<file path="config.mk">
export PLATFORM = sky130hd
export DESIGN_NAME = cayde_fetch
export DESIGN_NICKNAME = d
export VERILOG_FILES = /design/src/rtl/cayde_fetch.sv
export SDC_FILE = /design/constraint.sdc
export NUM_CORES = 1
export LEC_CHECK = 0
export ABC_AREA = 1
export CAP_MARGIN = 20
export CORE_MARGIN = 2
export CORE_UTILIZATION = 45
export CTS_CLUSTER_SIZE = 14
export DETAILED_ROUTE_END_ITERATION = 6
export DONT_BUFFER_PORTS = 1
export PLACE_DENSITY = 0.65
export SYNTH_ARGS = -nofsm -noshare
export SYNTH_HDL_FRONTEND = slang
export SYNTH_SLANG_ARGS = --single-unit
export TNS_END_PERCENT = 100
</file>
<file path="constraint.sdc">
create_clock -name clk -period 7.14 [get_ports clk]
set_clock_uncertainty 0.2 [all_clocks]
set_input_delay 1.071 -clock clk [delete_from_list [all_inputs] [get_ports clk]]
set_output_delay 1.071 -clock clk [all_outputs]
set_load 0.01 [all_outputs]
</file>
<file path="src/rtl/cayde_fetch.sv">
// cayde_fetch: instruction fetch stage; PC, single-outstanding imem port, prefetch FIFO to the decoder.
// Optional build macro CAYDE_FETCH_MISALIGN_EN adds fetch_misalign_o and a HALT state for misaligned redirects.
//
// state | meaning
// IDLE  | just out of reset, loads BOOT_ADDR
// REQ   | request (when FIFO has room), waiting for gnt
// WAIT  | one request outstanding, waiting for rvalid
// HALT  | misaligned redirect seen, no fetching (CAYDE_FETCH_MISALIGN_EN only)
module cayde_fetch #(
  parameter logic [31:0] BOOT_ADDR  = 32'h0000_0000,
  parameter int          FIFO_DEPTH = 2
) (
  input  logic        clk,
  input  logic        rst,
  output logic        imem_req_o,
  output logic [31:0] imem_addr_o,
  input  logic        imem_gnt_i,
  input  logic        imem_rvalid_i,
  input  logic [31:0] imem_rdata_i,
  input  logic        redirect_i,
  input  logic [31:0] redirect_pc_i,
`ifdef CAYDE_FETCH_MISALIGN_EN
  output logic        fetch_misalign_o,
`endif
  output logic        instr_valid_o,
  output logic [31:0] instr_o,
  output logic [31:0] instr_pc_o,
  input  logic        instr_ready_i
);

  localparam int CW = $clog2(FIFO_DEPTH + 1);
  localparam int IW = $clog2(FIFO_DEPTH);
  localparam logic [CW-1:0] DEPTH_C = CW'(FIFO_DEPTH);
  localparam logic [CW-1:0] ONE_C   = CW'(1);

`ifdef CAYDE_FETCH_MISALIGN_EN
  typedef enum logic [1:0] {IDLE, REQ, WAIT, HALT} state_t;
`else
  typedef enum logic [1:0] {IDLE, REQ, WAIT} state_t;
`endif

  typedef struct packed {
    logic [31:0] pc;
    logic [31:0] instr;
  } entry_t;

  state_t        state_q, state_n;
  logic [31:0]   fetch_pc_q, fetch_pc_n;
  logic [31:0]   req_pc_q, req_pc_n;
  logic          req_q, req_n;
  logic          out_q, out_n;
  logic          disc_q, disc_n;
  logic [CW-1:0] cnt_q, cnt_n;
  entry_t        fifo_q [FIFO_DEPTH];
  entry_t        fifo_n [FIFO_DEPTH];

  logic          gnt_fire, rsp_fire, push, pop;
  logic [31:0]   redir_pc;

`ifdef CAYDE_FETCH_MISALIGN_EN
  logic          misalign_q, misalign_n;
  logic          redir_bad;
  assign redir_bad        = redirect_pc_i[1] | redirect_pc_i[0];
  assign fetch_misalign_o = misalign_q;
`else
  logic          unused_redir_lsb;
  assign unused_redir_lsb = ^redirect_pc_i[1:0];
`endif

  assign redir_pc      = {redirect_pc_i[31:2], 2'b00};
  assign gnt_fire      = req_q & imem_gnt_i;
  // rvalid only means something while a request is actually outstanding
  assign rsp_fire      = out_q & imem_rvalid_i;
  assign push          = rsp_fire & ~disc_q & ~redirect_i;
  assign pop           = instr_valid_o & instr_ready_i;

  assign imem_req_o    = req_q;
  assign imem_addr_o   = fetch_pc_q;
  assign instr_valid_o = (cnt_q != '0);
  assign instr_o       = fifo_q[0].instr;
  assign instr_pc_o    = fifo_q[0].pc;

  // Shift-register FIFO: entry 0 is the head; it is left untouched when the
  // FIFO empties or flushes so the decoder-facing outputs hold their last value.
  always_comb begin
    fifo_n = fifo_q;
    cnt_n  = cnt_q;
    if (pop && !redirect_i) begin
      for (int i = 0; i < FIFO_DEPTH - 1; i++) begin
        if (i + 1 < int'(cnt_q)) fifo_n[i] = fifo_q[i+1];
      end
      cnt_n = cnt_q - ONE_C;
    end
    if (push) begin
      fifo_n[cnt_n[IW-1:0]] = '{pc: req_pc_q, instr: imem_rdata_i};
      cnt_n = cnt_n + ONE_C;
    end
    if (redirect_i) cnt_n = '0;
  end

  always_comb begin
    state_n    = state_q;
    fetch_pc_n = fetch_pc_q;
    req_pc_n   = req_pc_q;
    out_n      = out_q;
    disc_n     = disc_q;
`ifdef CAYDE_FETCH_MISALIGN_EN
    misalign_n = misalign_q;
`endif
    if (rsp_fire) begin
      out_n  = 1'b0;
      disc_n = 1'b0;
    end
    if (gnt_fire) begin
      out_n      = 1'b1;
      req_pc_n   = fetch_pc_q;
      fetch_pc_n = fetch_pc_q + 32'd4;
    end
    case (state_q)
      IDLE: begin
        state_n    = REQ;
        fetch_pc_n = BOOT_ADDR;
      end
      REQ:  if (gnt_fire) state_n = WAIT;
      WAIT: if (rsp_fire) state_n = REQ;
`ifdef CAYDE_FETCH_MISALIGN_EN
      HALT: state_n = HALT;
`endif
      default: state_n = IDLE;
    endcase
    // A response still in flight after a redirect belongs to the old stream
    if (redirect_i) begin
      disc_n = out_n;
`ifdef CAYDE_FETCH_MISALIGN_EN
      if (redir_bad) begin
        state_n    = HALT;
        misalign_n = 1'b1;
      end else begin
        fetch_pc_n = redir_pc;
        state_n    = out_n ? WAIT : REQ;
        misalign_n = 1'b0;
      end
`else
      fetch_pc_n = redir_pc;
      state_n    = out_n ? WAIT : REQ;
`endif
    end
    // out_n is always 0 when state_n is REQ, so cnt_n alone is the room check
    req_n = (state_n == REQ) && (state_q != IDLE) && !redirect_i && (cnt_n < DEPTH_C);
  end

  always_ff @(posedge clk or posedge rst) begin
    if (rst) begin
      state_q    <= IDLE;
      fetch_pc_q <= BOOT_ADDR;
      req_pc_q   <= BOOT_ADDR;
      req_q      <= 1'b0;
      out_q      <= 1'b0;
      disc_q     <= 1'b0;
`ifdef CAYDE_FETCH_MISALIGN_EN
      misalign_q <= 1'b0;
`endif
    end else begin
      state_q    <= state_n;
      fetch_pc_q <= fetch_pc_n;
      req_pc_q   <= req_pc_n;
      req_q      <= req_n;
      out_q      <= out_n;
      disc_q     <= disc_n;
`ifdef CAYDE_FETCH_MISALIGN_EN
      misalign_q <= misalign_n;
`endif
    end
  end

  always_ff @(posedge clk or posedge rst) begin
    if (rst) begin
      cnt_q <= '0;
      for (int i = 0; i < FIFO_DEPTH; i++) fifo_q[i] <= '0;
    end else begin
      cnt_q  <= cnt_n;
      fifo_q <= fifo_n;
    end
  end

endmodule

</file>
# Yosys cells after proc, flatten, opt, wreduce, memory -nomap -nowiden

Index checks and enable logic that the tools add are counted.
Widths: inputs -> output; s select.

Input port bits: 70
Register bits: 199
Output and inout port bits: 98
Logic and storage cells: 61

Muxes and demuxes: 21
Order comparisons: 4
Bitwise operators: 8
Reduce and logical (&&, ||, !) cells: 11
Equality and inequality tests: 3
Add/subtract/negate cells: 3

Operators with widths:

| operator              | number |
|---|---|
| $mux 64               | 3 |
| $bwmux 128            | 1 |
| $mux 128              | 1 |
| $mux 32               | 3 |
| $demux 64 s1          | 1 |
| $add 32x3->32 const B | 1 |
| $mux 2                | 7 |
| $pmux 2 s3            | 1 |
| $reduce_bool 2->1     | 3 |
| $and 1x1->1           | 5 |
| $logic_and 1x1->1     | 5 |
| $eq 2x1->1 const B    | 2 |
| $mux 1                | 4 |
| $reduce_bool 3->1     | 1 |
| $add 2x1->2 const B   | 1 |
| $eq 2x2->1 const B    | 1 |
| $ge 2x2->1 const B    | 1 |
| $logic_not 2->1       | 1 |
| $lt 1x2->1 const A    | 1 |
| $lt 2x1->1 const B    | 1 |
| $lt 2x2->1 const B    | 1 |
| $not 1->1             | 2 |
| $not 1->2             | 1 |
| $sub 2x1->2 const B   | 1 |
| $logic_not 1->1       | 1 |

# Depth between registers and ports, before layout

Depth after elaboration: 11
Gate-level depth with buffers: 12
Gate-level depth less buffers: 12

# Least setup slack after synthesis

Ideal clock, no wire load.

Path type: input-to-reg
From: in redirect_i
To: reg fifo_q[48] (netlist name)
Cell stages on the path: 8
Data arrival time: 2.542 ns
Data required time: 6.815 ns
Setup slack: 4.274 ns
Path buffers: 3
Setup time: 0.125 ns
Cells stage by stage: buf_4 -> nor2_4 -> nand2_1 -> nand2_4 -> ha_1 -> clkbuf_1 -> clkbuf_1 -> mux2_2

Cells in the longest elaborated chain, start to end: 9
Elaborated cells between the ends (all ways): 12
Classes of those cells: order compare (2); mux (4); bitwise (3); reduce/logical (3)

RTL lines:

| what                                                                  | line | text |
|---|---|---|
| start: declaration                                                    | 20   | `input logic redirect_i,` |
| $logic_not 1->1                                                       | 88   | `if (pop && !redirect_i) begin` |
| $logic_and 1x1->1                                                     | 88   |  |
| $mux 2                                                                | 88   |  |
| $not 1->2 (implied by the code)                                       | 95   | `fifo_n[cnt_n[IW-1:0]] = '{pc: req_pc_q, instr: imem_rdata_i};` |
| $ge 2x2->1 (implied by the code) / $lt 2x1->1 (equally long branches) | 95   |  |
| $logic_and 1x1->1 (implied by the code)                               | 95   |  |
| $mux 64 (implied by the code)                                         | 95   |  |
| $demux 64 s1                                                          | 95   |  |
| $bwmux 128                                                            | 95   |  |
| end signal: assignment                                                | 182  | `fifo_q <= fifo_n;` |
| end: declaration                                                      | 54   | `entry_t fifo_q [FIFO_DEPTH];` |

Several ways; a longest one is shown, not always the timed one.
A chain may end at the register's enable or synchronous reset.

# Final worst setup path

From: reg cnt_q[0]
To: reg fifo_q[4] (netlist name)

Cells in the longest elaborated chain, start to end: 10
Elaborated cells between the ends (all ways): 12
Classes of those cells: add/sub (1); order compare (2); mux (4); bitwise (2); reduce/logical (3)

RTL lines:

| what                                                                  | line | text |
|---|---|---|
| start: declaration                                                    | 53   | `logic [CW-1:0] cnt_q, cnt_n;` |
| start signal: assignment                                              | 181  | `cnt_q <= cnt_n;` |
| $reduce_bool 2->1 (*)                                                 | 79   | `assign instr_valid_o = (cnt_q != '0);` |
| named net instr_valid_o                                               | 25   | `output logic instr_valid_o,` |
| $and 1x1->1 (*)                                                       | 75   | `assign pop = instr_valid_o & instr_ready_i;` |
| $logic_and 1x1->1 (*)                                                 | 88   |  |
| $mux 2 (*)                                                            | 88   |  |
| $not 1->2 (implied by the code) (*)                                   | 95   |  |
| $ge 2x2->1 (implied by the code) / $lt 2x1->1 (equally long branches) | 95   |  |
| $logic_and 1x1->1 (implied by the code)                               | 95   |  |
| $mux 64 (implied by the code)                                         | 95   |  |
| $demux 64 s1 (*)                                                      | 95   |  |
| $bwmux 128 (*)                                                        | 95   |  |

The timed path passes the listed nets; every way through them passes the cells marked *.

==> metrics.md <==
| Metric | Value |
|---|---|
| WL final | 21310 um |
| Maximum number of pins on one net before global-route repair | 125 |
| Post-CTS Setup Repair Bufs | 0 |
| Routability cong. | 0.8421 |
| Layout area overhead | 2.686% |
| Max-slew headroom | 0.3192 |
| Post_cts resized | 0 |
| CP max FO | 59 |
| Tmin final | 3.538 ns |
| Number of I/O pins | 168 |
| # clock sinks | 193 |
| RSZ-0062 raised after global routing | no |
| Vias in the first global route | 6554 |
| Util after Layout | 0.4664 |
| Max clock buf depth | 2 |
| Worst reg-to-reg setup slack | 3.60 ns |
| WP buf/inv | 4 |
| Via count | 6833 |
| Fillers | 2022 |
| Crit path launch type | flip-flop |
| Synth unique cells | 34 |
| Outcome | finished clean |
| Routed Antenna Nets | 0 |
| Min-delay src | req_pc_q[14]$_DFFE_PP0P_ |
| Worst EP arrival | 3.65 ns |
| Max-slew violations | 0 |
| First-iteration detailed-routing DRC count | 359 |
| Max-cap violations | 0 |
| DRC | 0 |
| WP data required | 7.25 ns |
| Die area | 0.02219 mm^2 |
| Hold Vio Cnt, Final | 0 |
| H-tree levels | 4 |
| Most frequent cells in the layout | nand2_1 (244), dfrtp_1 (193), nor2_1 (117) |
| Crit Reg-Reg Startpoint | cnt_q[0]$_DFF_PP0_ |
| TritonRoute pass-1 iters | 5 |
| GRT overflow | 0 |
| CP endpoint kind | flip-flop |
| Antenna Cells | 0 |
| FP Rows | 53 |
| TritonCTS clock tree | yes |
| Worst setup path class | flip-flop to flip-flop |
| Reg-to-Reg End | fifo_q[4]$_DFFE_PP0P_ |
| Hold Path Depth | 2 |
| Worst-path clk slew | 0.07 ns |
| DIE HEIGHT | 149.0 um |
| Share of the yosys chip area belonging to registers | 0.5107 |
| Detailed Place HPWL | 13830 um |
| Share of layout cells above drive strength 1 | 0.08923 |
| Post-synth EDFFs | 0 |
| Crit path max-delay family | buffers and inverters |
| Clock latency at the later pin of the worst-skew pair | 0.42 ns |
| Type of the most critical hold path | flip-flop to flip-flop |
| VDD IR-drop max | 0.0001808 V |
| Synthesized area | 0.009457 mm^2 |
| PortBufs | 0 |
| Total of warnings raised by yosys | 0 |
| Max stage delay cell, worst path | buf_4 |
| PwrDens | 398.2 mW/mm^2 |
| Register bit total from synthesis | 193 |
| Most used DFF post-synth | dfrtp_1 |
| Gr usage total | 0.1995 |
| Fin nets | 1092 |
| Worst-Margin Slew | 1.020 ns |
| WHS Endpoint | fifo_q[46]$_DFFE_PP0P_ |
| Final setup viols | 0 |
| Routed WL per cell | 16.31 um |
| Mapped Avg Cell Area | 8.474 um^2 |
| Total core area | 0.02082 mm^2 |
| Async set-reset flop share out of synthesis | 1.000 |
| Starting density of the core | 0.4542 |
| Hold buffers post-CTS | 0 |
| Period utilization | 0.4955 |
| CTS Buf Count | 17 |
| Vias per inst | 5.232 |
| Max Clk Rate | 282.6 MHz |
| Crit path depth | 11 |
| Crit-path max cell delay | 0.61 ns |
| Commonest non-fill, non-tap cell in the layout | nand2_1 |
| Initial antenna violation count | 0 |
| Fin Setup TNS | 0 ns |
| P_leak | 0.004556 uW |
| CTS Root Cell | clkbuf_16 |
| Global-route wire length before repair | 35180 um |
| Syn Inst Count | 1116 |
| Crit-path cells | inv_1 > ha_1 > inv_2 > nand2_1 > nor2_4 > buf_4 > nand2_1 > nand2_4 > ha_4 > buf_4 > mux2_2 |
| Worst reg2reg path depth | 11 |
| Chip width | 149.0 um |
[worst max-delay path by stage]
stage	endpoint	start	slack [ns]
after global routing	fifo_q[61]$_DFFE_PP0P_	cnt_q[0]$_DFF_PP0_	3.27
after floorplan	cnt_q[0]$_DFF_PP0_	rst	0.61
after global placement	fifo_q[8]$_DFFE_PP0P_	instr_ready_i	3.27
after CTS	fifo_q[14]$_DFFE_PP0P_	cnt_q[0]$_DFF_PP0_	3.53
after detailed placement	fifo_q[14]$_DFFE_PP0P_	instr_ready_i	3.24
final	fifo_q[4]$_DFFE_PP0P_	cnt_q[0]$_DFF_PP0_	3.60
[synthesized netlist by cell type, types with 25 or more instances]
cell type,count,area share
nand2_1,244,0.097
dfrtp_1,193,0.51
nor2_1,118,0.047
inv_1,87,0.035
nand3_1,83,0.044
o21ai_0,75,0.040
buf_4,71,0.056
a21oi_1,57,0.030
a31oi_1,42,0.028
mux2_2,33,0.039
buf_2,27,0.014
clkbuf_1,25,0.0099
[logic make-up (layout without fill, tap and decap cells)]
logic type | count (synthesis) | count (layout) | share of synthesized area
AOI/OAI and AO/OA | 205 | 205 | 0.1221
muxes | 33 | 33 | 0.03930
DFF | 193 | 193 | 0.5107
and+or+nand+nor | 462 | 462 | 0.2020
xor gates and xnor gates | 1 | 1 | 0.0009263
other | 1 | 2 | 0.0003965
buffers and inverters | 217 | 131 | 0.1192
adders and majority gates | 4 | 4 | 0.005293
[report_power, final]
part	internal, uW	total (uW)	switching [uW]
sequential	1550	2070	519
combinational	329	816	487
clock	564	985	421
[through the flow]
stage / cells / hold WS [ns] / power [uW] / instance area (um^2) / worst slack (ns)
final: 1306 / 0.2793 / 3866 / 9711 / 3.602
after global routing: 1306 / 0.3157 / 4160 / 9711 / 3.272
after CTS: 1306 / 0.2836 / 3908 / 9711 / 3.527
after detailed placement: 1274 / 0.2675 / 2909 / 9107 / 3.240
after global placement: 1274 / 0.2566 / 2864 / 9107 / 3.269
after floorplan: 1117 / 0.2530 / 2855 / 9460 / 0.6135
[state kept, by name (all words and copies together) (netlist names)]
register     flops
imem_addr_o     30
out_q            1
state_q          2
disc_q           1
req_pc_q        30
instr_o         32
fifo_q          62
imem_req_o       1
instr_pc_o      32
cnt_q            2
[area by class of cell]
type	instances	area [um^2]	share of cell area
flip-flops and latches	193	4830	0.4974
multi-input cells	707	3523	0.3628
clock buffers	21	450.4	0.04639
inverters	92	357.8	0.03685
well taps	275	344.1	0.03543
clock inverters	11	152.6	0.01572
repair buffers	7	52.55	0.005412
[layer usage]
metal  global-route usage  vias up  wire (um)  part of all wire
li1                     -     3387          -                 -
met1               0.2831     3208      10010              0.47
met2               0.3046      223       9237              0.43
met3              0.05229       15       1831             0.086
met4              0.05238        0        223             0.010
met5                    0        -          0                 0
[worst reg2reg max path: cells and delay by family, from the launching register on]
kind	cells	cell delay, ns
buffers and inverters	4	1.30
adders and majority gates	2	0.59
and+or+nand+nor	4	0.52
muxes	1	0.43
DFF	1	0.38
No activity file was read; power rests on OpenSTA's default activity.
